File: src/rtl/float_mul_rr_sched.sv
// Round-robin scheduler sharing one combinational float multiplier among
// NREQ requesters. Operand pairs are registered into S0 (which drives the
// multiplier), and the product plus requester ID is registered into S1.
module float_mul_rr_sched #(
  parameter int NREQ  = 4,
  parameter int IDW   = 2,
  parameter int WIDTH = 32
) (
  input  logic                  clk,
  input  logic                  rst_n,
  input  logic [NREQ-1:0]       req_valid,
  output logic [NREQ-1:0]       req_ready,
  input  logic [NREQ*WIDTH-1:0] req_a,
  input  logic [NREQ*WIDTH-1:0] req_b,
  output logic [WIDTH-1:0]      mul_a,
  output logic [WIDTH-1:0]      mul_b,
  input  logic [WIDTH-1:0]      mul_c,
  output logic                  out_valid,
  input  logic                  out_ready,
  output logic [WIDTH-1:0]      out_c,
  output logic [IDW-1:0]        out_id
);

  // Issue stage (S0) state and the round-robin pointer.
  logic             s0_valid;
  logic [IDW-1:0]   s0_id;
  logic [WIDTH-1:0] s0_a;
  logic [WIDTH-1:0] s0_b;
  logic [IDW-1:0]   ptr;

  // Arbitration results.
  logic             adv;
  logic             grant_found;
  logic [IDW-1:0]   grant;
  logic [IDW-1:0]   ptr_next;
  logic [WIDTH-1:0] grant_a;
  logic [WIDTH-1:0] grant_b;

  // The whole pipeline moves only when S1 is empty or being drained.
  assign adv = ~out_valid | out_ready;

  // The multiplier always sees the S0 operands.
  assign mul_a = s0_a;
  assign mul_b = s0_b;

  // Round-robin search: first valid index at or above ptr, else the first
  // valid index below it. Only constant indices are used, so the search
  // unrolls into a plain priority chain that is off the multiplier path.
  always_comb begin
    // NOTE: every combinational output gets a default first so that no path
    // through the block leaves it unassigned and a latch is never inferred.
    grant_found = 1'b0;
    grant       = '0;
    for (int i = 0; i < NREQ; i++) begin
      if (!grant_found && req_valid[i] && (IDW'(i) >= ptr)) begin
        grant_found = 1'b1;
        grant       = IDW'(i);
      end
    end
    for (int i = 0; i < NREQ; i++) begin
      if (!grant_found && req_valid[i]) begin
        grant_found = 1'b1;
        grant       = IDW'(i);
      end
    end
  end

  // Select the granted operand pair and compute the wrapped next pointer.
  always_comb begin
    grant_a = '0;
    grant_b = '0;
    for (int i = 0; i < NREQ; i++) begin
      if (grant == IDW'(i)) begin
        grant_a = req_a[i*WIDTH +: WIDTH];
        grant_b = req_b[i*WIDTH +: WIDTH];
      end
    end
    ptr_next = (grant == IDW'(NREQ - 1)) ? '0 : grant + IDW'(1);
  end

  // One-hot ready to the granted requester, suppressed while frozen or in reset.
  always_comb begin
    req_ready = '0;
    for (int i = 0; i < NREQ; i++) begin
      req_ready[i] = rst_n & adv & grant_found & (grant == IDW'(i));
    end
  end

  // S0 issue register and round-robin pointer update.
  always_ff @(posedge clk or negedge rst_n) begin
    // NOTE: data registers are reset as well as the valid bits, so no stale
    // operand or product is ever visible on the ports after a reset.
    if (!rst_n) begin
      s0_valid <= 1'b0;
      s0_id    <= '0;
      s0_a     <= '0;
      s0_b     <= '0;
      ptr      <= '0;
    end else if (adv) begin
      // NOTE: registers use non-blocking assignments so every stage samples
      // the values from before the edge, independent of statement order.
      s0_valid <= grant_found;
      if (grant_found) begin
        s0_id <= grant;
        s0_a  <= grant_a;
        s0_b  <= grant_b;
        ptr   <= ptr_next;
      end
    end
  end

  // S1 output register captures the product of whatever S0 held.
  always_ff @(posedge clk or negedge rst_n) begin
    if (!rst_n) begin
      out_valid <= 1'b0;
      out_id    <= '0;
      out_c     <= '0;
    end else if (adv) begin
      out_valid <= s0_valid;
      out_id    <= s0_id;
      out_c     <= mul_c;
    end
  end

endmodule

File: config.mk
export PLATFORM = sky130hd
export DESIGN_NAME = float_mul_rr_sched
export DESIGN_NICKNAME = d
export VERILOG_FILES = /design/src/rtl/float_mul_rr_sched.sv
export SDC_FILE = /design/constraint.sdc
export NUM_CORES = 1
export LEC_CHECK = 0
export BUFFER_PORTS_ARGS = -buffer_cell sky130_fd_sc_hd__buf_2
export CAP_MARGIN = 20
export CELL_PAD_IN_SITES_DETAIL_PLACEMENT = 1
export CELL_PAD_IN_SITES_GLOBAL_PLACEMENT = 1
export CORE_AREA = 2 2 157 159
export CTS_CLUSTER_SIZE = 28
export DETAILED_ROUTE_END_ITERATION = 10
export DIE_AREA = 0 0 159 161
export PLACE_DENSITY_LB_ADDON = 0.1
export SLEW_MARGIN = 20
export SYNTH_ARGS = -nofsm -noshare
export SYNTH_HDL_FRONTEND = slang
export SYNTH_SLANG_ARGS = --single-unit
File: constraint.sdc
create_clock -name clk -period 5 [get_ports clk]
set_input_delay 1.5 -clock clk [delete_from_list [all_inputs] [get_ports clk]]
set_output_delay 1.5 -clock clk [all_outputs]
set_load 0.02 [all_outputs]
After elaboration in Yosys (flattened, before gate mapping)
Cells that the tools add are included. W data, S select, Z words.

Register bits after elaboration: 104. Logic and storage cells: 68.

Add/sub/neg operators: 1. Reductions and logical operators: 20. Equality and inequality tests: 3. Bitwise logic cells: 8. Order comparisons: 4. Muxes and demuxes: 24.

Operators with widths (count): $mux W32 (8); $mux W2 (7); $logic_and A1 B1 Y1 (11); $mux W1 (9); $logic_not A1 Y1 (7); $and A1 B1 Y1 (6); $eq A2 B2 Y1 const B (2); $ge A1 B2 Y1 const A (2); $ge A2 B2 Y1 const A (2); $add A2 B1 Y2 const B (1); $eq A2 B1 Y1 const B (1); $logic_not A2 Y1 (1); $reduce_and A2 Y1 (1); $not A1 Y1 (1); $or A1 B1 Y1 (1).

Longest topological paths before layout
Depth in word-level cells: 32. Mapped depth: 9.

Worst setup path after synthesis
Ideal clock, no wire load.

Path type: input-to-output. From: in req_valid[1]. To: out req_ready[2]. Data arrival time: 3.196 ns. Data required time: 3.500 ns. Slack: 0.304 ns. Stages on the path: 6. Path buffers: 2. Cell sequence: or3b_2 > o221ai_1 > ha_1 > clkbuf_1 > clkbuf_1 > and3_1.

Word-level cells in the longest chain between the ends: 25. Elaborated cells between the ends (all ways): 33. Those cells by class: 1 x eq/ne; 14 x mux; 2 x bitwise; 16 x reduce/logical.

Ends and longest elaborated chain: start, declared (line 11) `input logic [NREQ-1:0] req_valid,`; $logic_and A1 B1 Y1 (2 in series) (line 55) `if (!grant_found && req_valid[i] && (IDW'(i) >= ptr)) begin`; $mux W1 (line 55); $logic_not A1 Y1 (line 55); $logic_and A1 B1 Y1 (2 in series) (line 55); $mux W1 (line 55); $logic_not A1 Y1 (line 55); $logic_and A1 B1 Y1 (2 in series) (line 55); $mux W1 (line 55); [6 not listed]; $logic_not A1 Y1 (line 61) `if (!grant_found && req_valid[i]) begin`; $logic_and A1 B1 Y1 (line 61); $mux W1 (line 61); $logic_not A1 Y1 (line 61); $logic_and A1 B1 Y1 (line 61); $mux W2 or $mux W1 (tied branches) (line 61); $eq A2 B2 Y1 or $and A1 B1 Y1 (tied branches) (line 85) `req_ready[i] = rst_n & adv & grant_found & (grant == IDW'(i));`; $and A1 B1 Y1 (*) (line 85); end, declared (line 12) `output logic [NREQ-1:0] req_ready,`.

Every way passes the cells marked *; elsewhere a longest branch is shown, timed or not.

Worst setup path in the final report
From: in req_valid[1]. To: out req_ready[1].

Word-level cells in the longest chain between the ends: 25. Elaborated cells between the ends (all ways): 33. Those cells by class: 1 x eq/ne; 14 x mux; 2 x bitwise; 16 x reduce/logical.

Ends and longest elaborated chain: $logic_and A1 B1 Y1 (2 in series) (line 55); $mux W1 (line 55); $logic_not A1 Y1 (line 55); $logic_and A1 B1 Y1 (2 in series) (line 55); $mux W1 (line 55); $logic_not A1 Y1 (line 55); $logic_and A1 B1 Y1 (2 in series) (line 55); $mux W1 (line 55); [7 not listed]; $logic_and A1 B1 Y1 (line 61); $mux W1 (line 61); $logic_not A1 Y1 (line 61); $logic_and A1 B1 Y1 (line 61); $mux W2 (*) (line 61); via grant[0] (line 34) `logic [IDW-1:0] grant;`; $eq A2 B1 Y1 (*) (line 85); $and A1 B1 Y1 (*) (line 85).

Mark *: on every way through the listed nets, which the timed path passes. The rest lies on a longest branch.

==> impl_metrics.ini <==
[placement]
pre_cts_ws_ps = 292.8
gp_congestion = 0.7969
placed_area_sq_um = 8481
place.port_buffers = 397
detailed_place_hpwl_um = 20410

[power_and_ir_drop]
combPwrFrac_pct = 54.4
irDropWorstVdd_uv = 263.5
switching_power_mw = 2.005
p_int_mw = 2.390
seqPwrFrac_pct = 29.2
netSwitchingFraction_pct = 45.62
pwr-share-clk_pct = 16.4
power.leakage_nw = 4.379
p_per_area_nw_per_um2 = 500.5

[logic_synthesis]
syn_nets = 1068
yosys_warnings = 0
synth_top_area_cell = dfrtp_1
ys_seq_elements = 104
ys.flop_type = dfrtp_1
avgSynthCellArea_sq_um = 8.147
syn_inst = 769
yosys-top-cells-area = dfrtp_1 (42%), a21oi_1 (10%), a221o_1 (10%)
ys_types = 34
synth_top_area_share_pct = 41.54
netlist_area_sq_um = 6265
yosysMostFrequentCell = nand2_1
yosys-top-cells-count = nand2_1 (167), a21oi_1 (129), dfrtp_1 (104), inv_1 (66)
ys_seq_area_share_pct = 41.54
synthArstFlopShare_pct = 100.0
synth_edf_count = 0

[global_route]
grt_pass1_vias = 7217
globalRouteOverflowTotal = 0
grt_start_max_net_pins = 130
antenna_found_initial = 7
grt_pass1_wl_um = 42970
track_usage_pct = 21.35

[finish]
finalInstanceArea_sq_um = 8780
drive_gt1_share_pct = 39.21
syn2layout_area_growth_pct = 40.14
final_nets = 1411

[sta]
post-route-min-period_ps = 4665
hold_violations = 0
setup_ws_ps = 334.9
rsz0062_at_grt = no
setup_tns_ps = 0
slew_violations = 0
max_freq_ghz = 0.2144
setup_viol = 0
fin_worst_skew_ps = 9.884
slew_headroom_pct = 43.61
worst_slew_pin_slew_ps = 845.8
finalCritPeriodShare_pct = 93.30

[clock_tree]
cts_setup_buffers = 0
cts.reportedPaths.clkPinSlew_ps = 80
clockBufferDepth = 2
cts_tree = done
cts_resized = 0
insertion_delay_ps = 360
ctsHoldBuffers = 0
numCtsBuffers = 9
htree_num_levels = 3
cts_root_buf = clkbuf_16
cts_sinks = 104

[route]
vias = 7193
drcViolationCount = 0
drt_iter0_markers = 304
routed_via_density = 4.974
drt-total-wl_um = 28420
first_pass_iters = 4
ant_nets = 0
routedWlPerCell_um = 19.65

[worst_setup_path]
path_buf_inv = 3
max_stage_delay_ps = 460
worst_r2r_endpoint = mul_a[30]
crit_type = primary input to output pin
crit_fanout = 6
cp.arrival_ps = 3170
cp-end-kind = output pin
cp.required_ps = 3500
startpoint_type = primary input
r2r_cells = 7
r2r_setup_slack_ps = 1960
slowest_stage = or3b_2
crit_chain = buf_2 -> or3b_2 -> o221ai_1 -> inv_1 -> ha_4 -> and3_1 -> buf_2
cp_num_cells = 7
cp_top_family = simple AND/OR/NAND/NOR gates
reg2reg_from = ptr[1]
crit_start = req_valid[1]
crit_end = req_ready[1]
crit_path_frequent_cell = buf_2

[worst_hold_path]
worstHoldPathCells = 2
hp-class = flop to flop

[flow_run]
max-cap-violations = 0

[floorplanning]
row_count = 57
dieArea_sq_um = 25600
pin_count = 398
dieHeight_um = 161
die_w_um = 159
start_util_pct = 26.14
core-area_sq_um = 23960

[status]
outcome = completed
## how the worst min path moves through the flow
stage | from | slack (ps) | to
6_report | out_c[12] | 460 | out_c[12]
2_1_floorplan | s0_valid | 440 | out_valid
4_1_cts | out_c[0] | 470 | out_c[0]
5_1_grt | out_c[24] | 490 | out_c[24]
3_3_place_gp | out_c[29] | 450 | out_c[29]
3_5_place_dp | out_c[12] | 450 | out_c[12]
## routing by layer
| layer | up-vias | routed length (um) | GRT usage [%] |
|---|---|---|---|
| met5 | - | 21 | 0 |
| met4 | 4 | 500 | 6.281 |
| met3 | 31 | 1986 | 5.496 |
| met2 | 252 | 13770 | 36.32 |
| met1 | 3484 | 12140 | 26.80 |
| li1 | 3422 | - | - |
## power by group through the flow
stage | clock (mW) | combinational [mW] | sequential, mW
2_1_floorplan | 0 | 1.21 | 1.63
5_1_grt | 0.767 | 2.61 | 1.32
3_3_place_gp | 0 | 2.40 | 1.28
6_report | 0.723 | 2.39 | 1.28
3_5_place_dp | 0 | 2.42 | 1.30
4_1_cts | 0.749 | 2.42 | 1.28
## cell usage in the layout, fill, tap and decap left out, types with 2 or more instances in the layout
| master | count |
|---|---|
| diode_2 | 5 |
| inv_8 | 2 |
| a31oi_1 | 64 |
| nand2_1 | 167 |
| and3_1 | 4 |
| inv_6 | 2 |
| buf_12 | 3 |
| buf_4 | 11 |
| a21boi_0 | 2 |
| o21ai_0 | 2 |
| nand3b_1 | 64 |
| a221o_1 | 64 |
| dfrtp_1 | 104 |
| ha_4 | 3 |
| inv_1 | 66 |
| clkbuf_16 | 9 |
| buf_2 | 396 |
| nor2_1 | 3 |
| a21oi_1 | 129 |
## tightest hold or removal path: cells and delay by family (launching register included)
family        cells  cell delay (ps)
flops             1              340
simple gates      2               90
## sequential cells by signal (all words and copies together) (netlist names)
signal     flops
mul_b         32
out_id         2
ptr            2
mul_a         32
out_valid      1
out_c         32
s0_valid       1
s0_id          2
## area by class of cell
class                      instances  area [sq um]
clock inverter                     7         61.31
inverter                          66         247.7
fill                            3054         15180
clock buffer                       9         225.2
multi-input combinational        521          3100
tap                              324         405.4
timing repair buffer             410          2125
sequential                       104          2603
antenna                            5         12.51
## metrics by stage
| stage | hold slack, ps | cells | utilization (%) | power, mW |
|---|---|---|---|---|
| floorplan | 435.4 | 769 | - | 2.838 |
| global placement | 445.3 | 1425 | 35.39 | 3.682 |
| detailed placement | 450.2 | 1425 | 35.39 | 3.714 |
| CTS | 468.7 | 1441 | 36.59 | 4.456 |
| global route | 490.2 | 1445 | 36.63 | 4.697 |
| finish | 462.7 | 1446 | 36.64 | 4.394 |
## cells by family after synthesis
logic type / synth area share, %
AO/OA/AOI/OAI: 28.02
AND/OR/NAND/NOR: 19.43
buffers and inverters: 9.866
flip-flops: 41.54
adder cells (fa/ha/maj): 0.7989
multiplexers: 0.3395
Note: power is estimated with default switching activity, not from simulation.
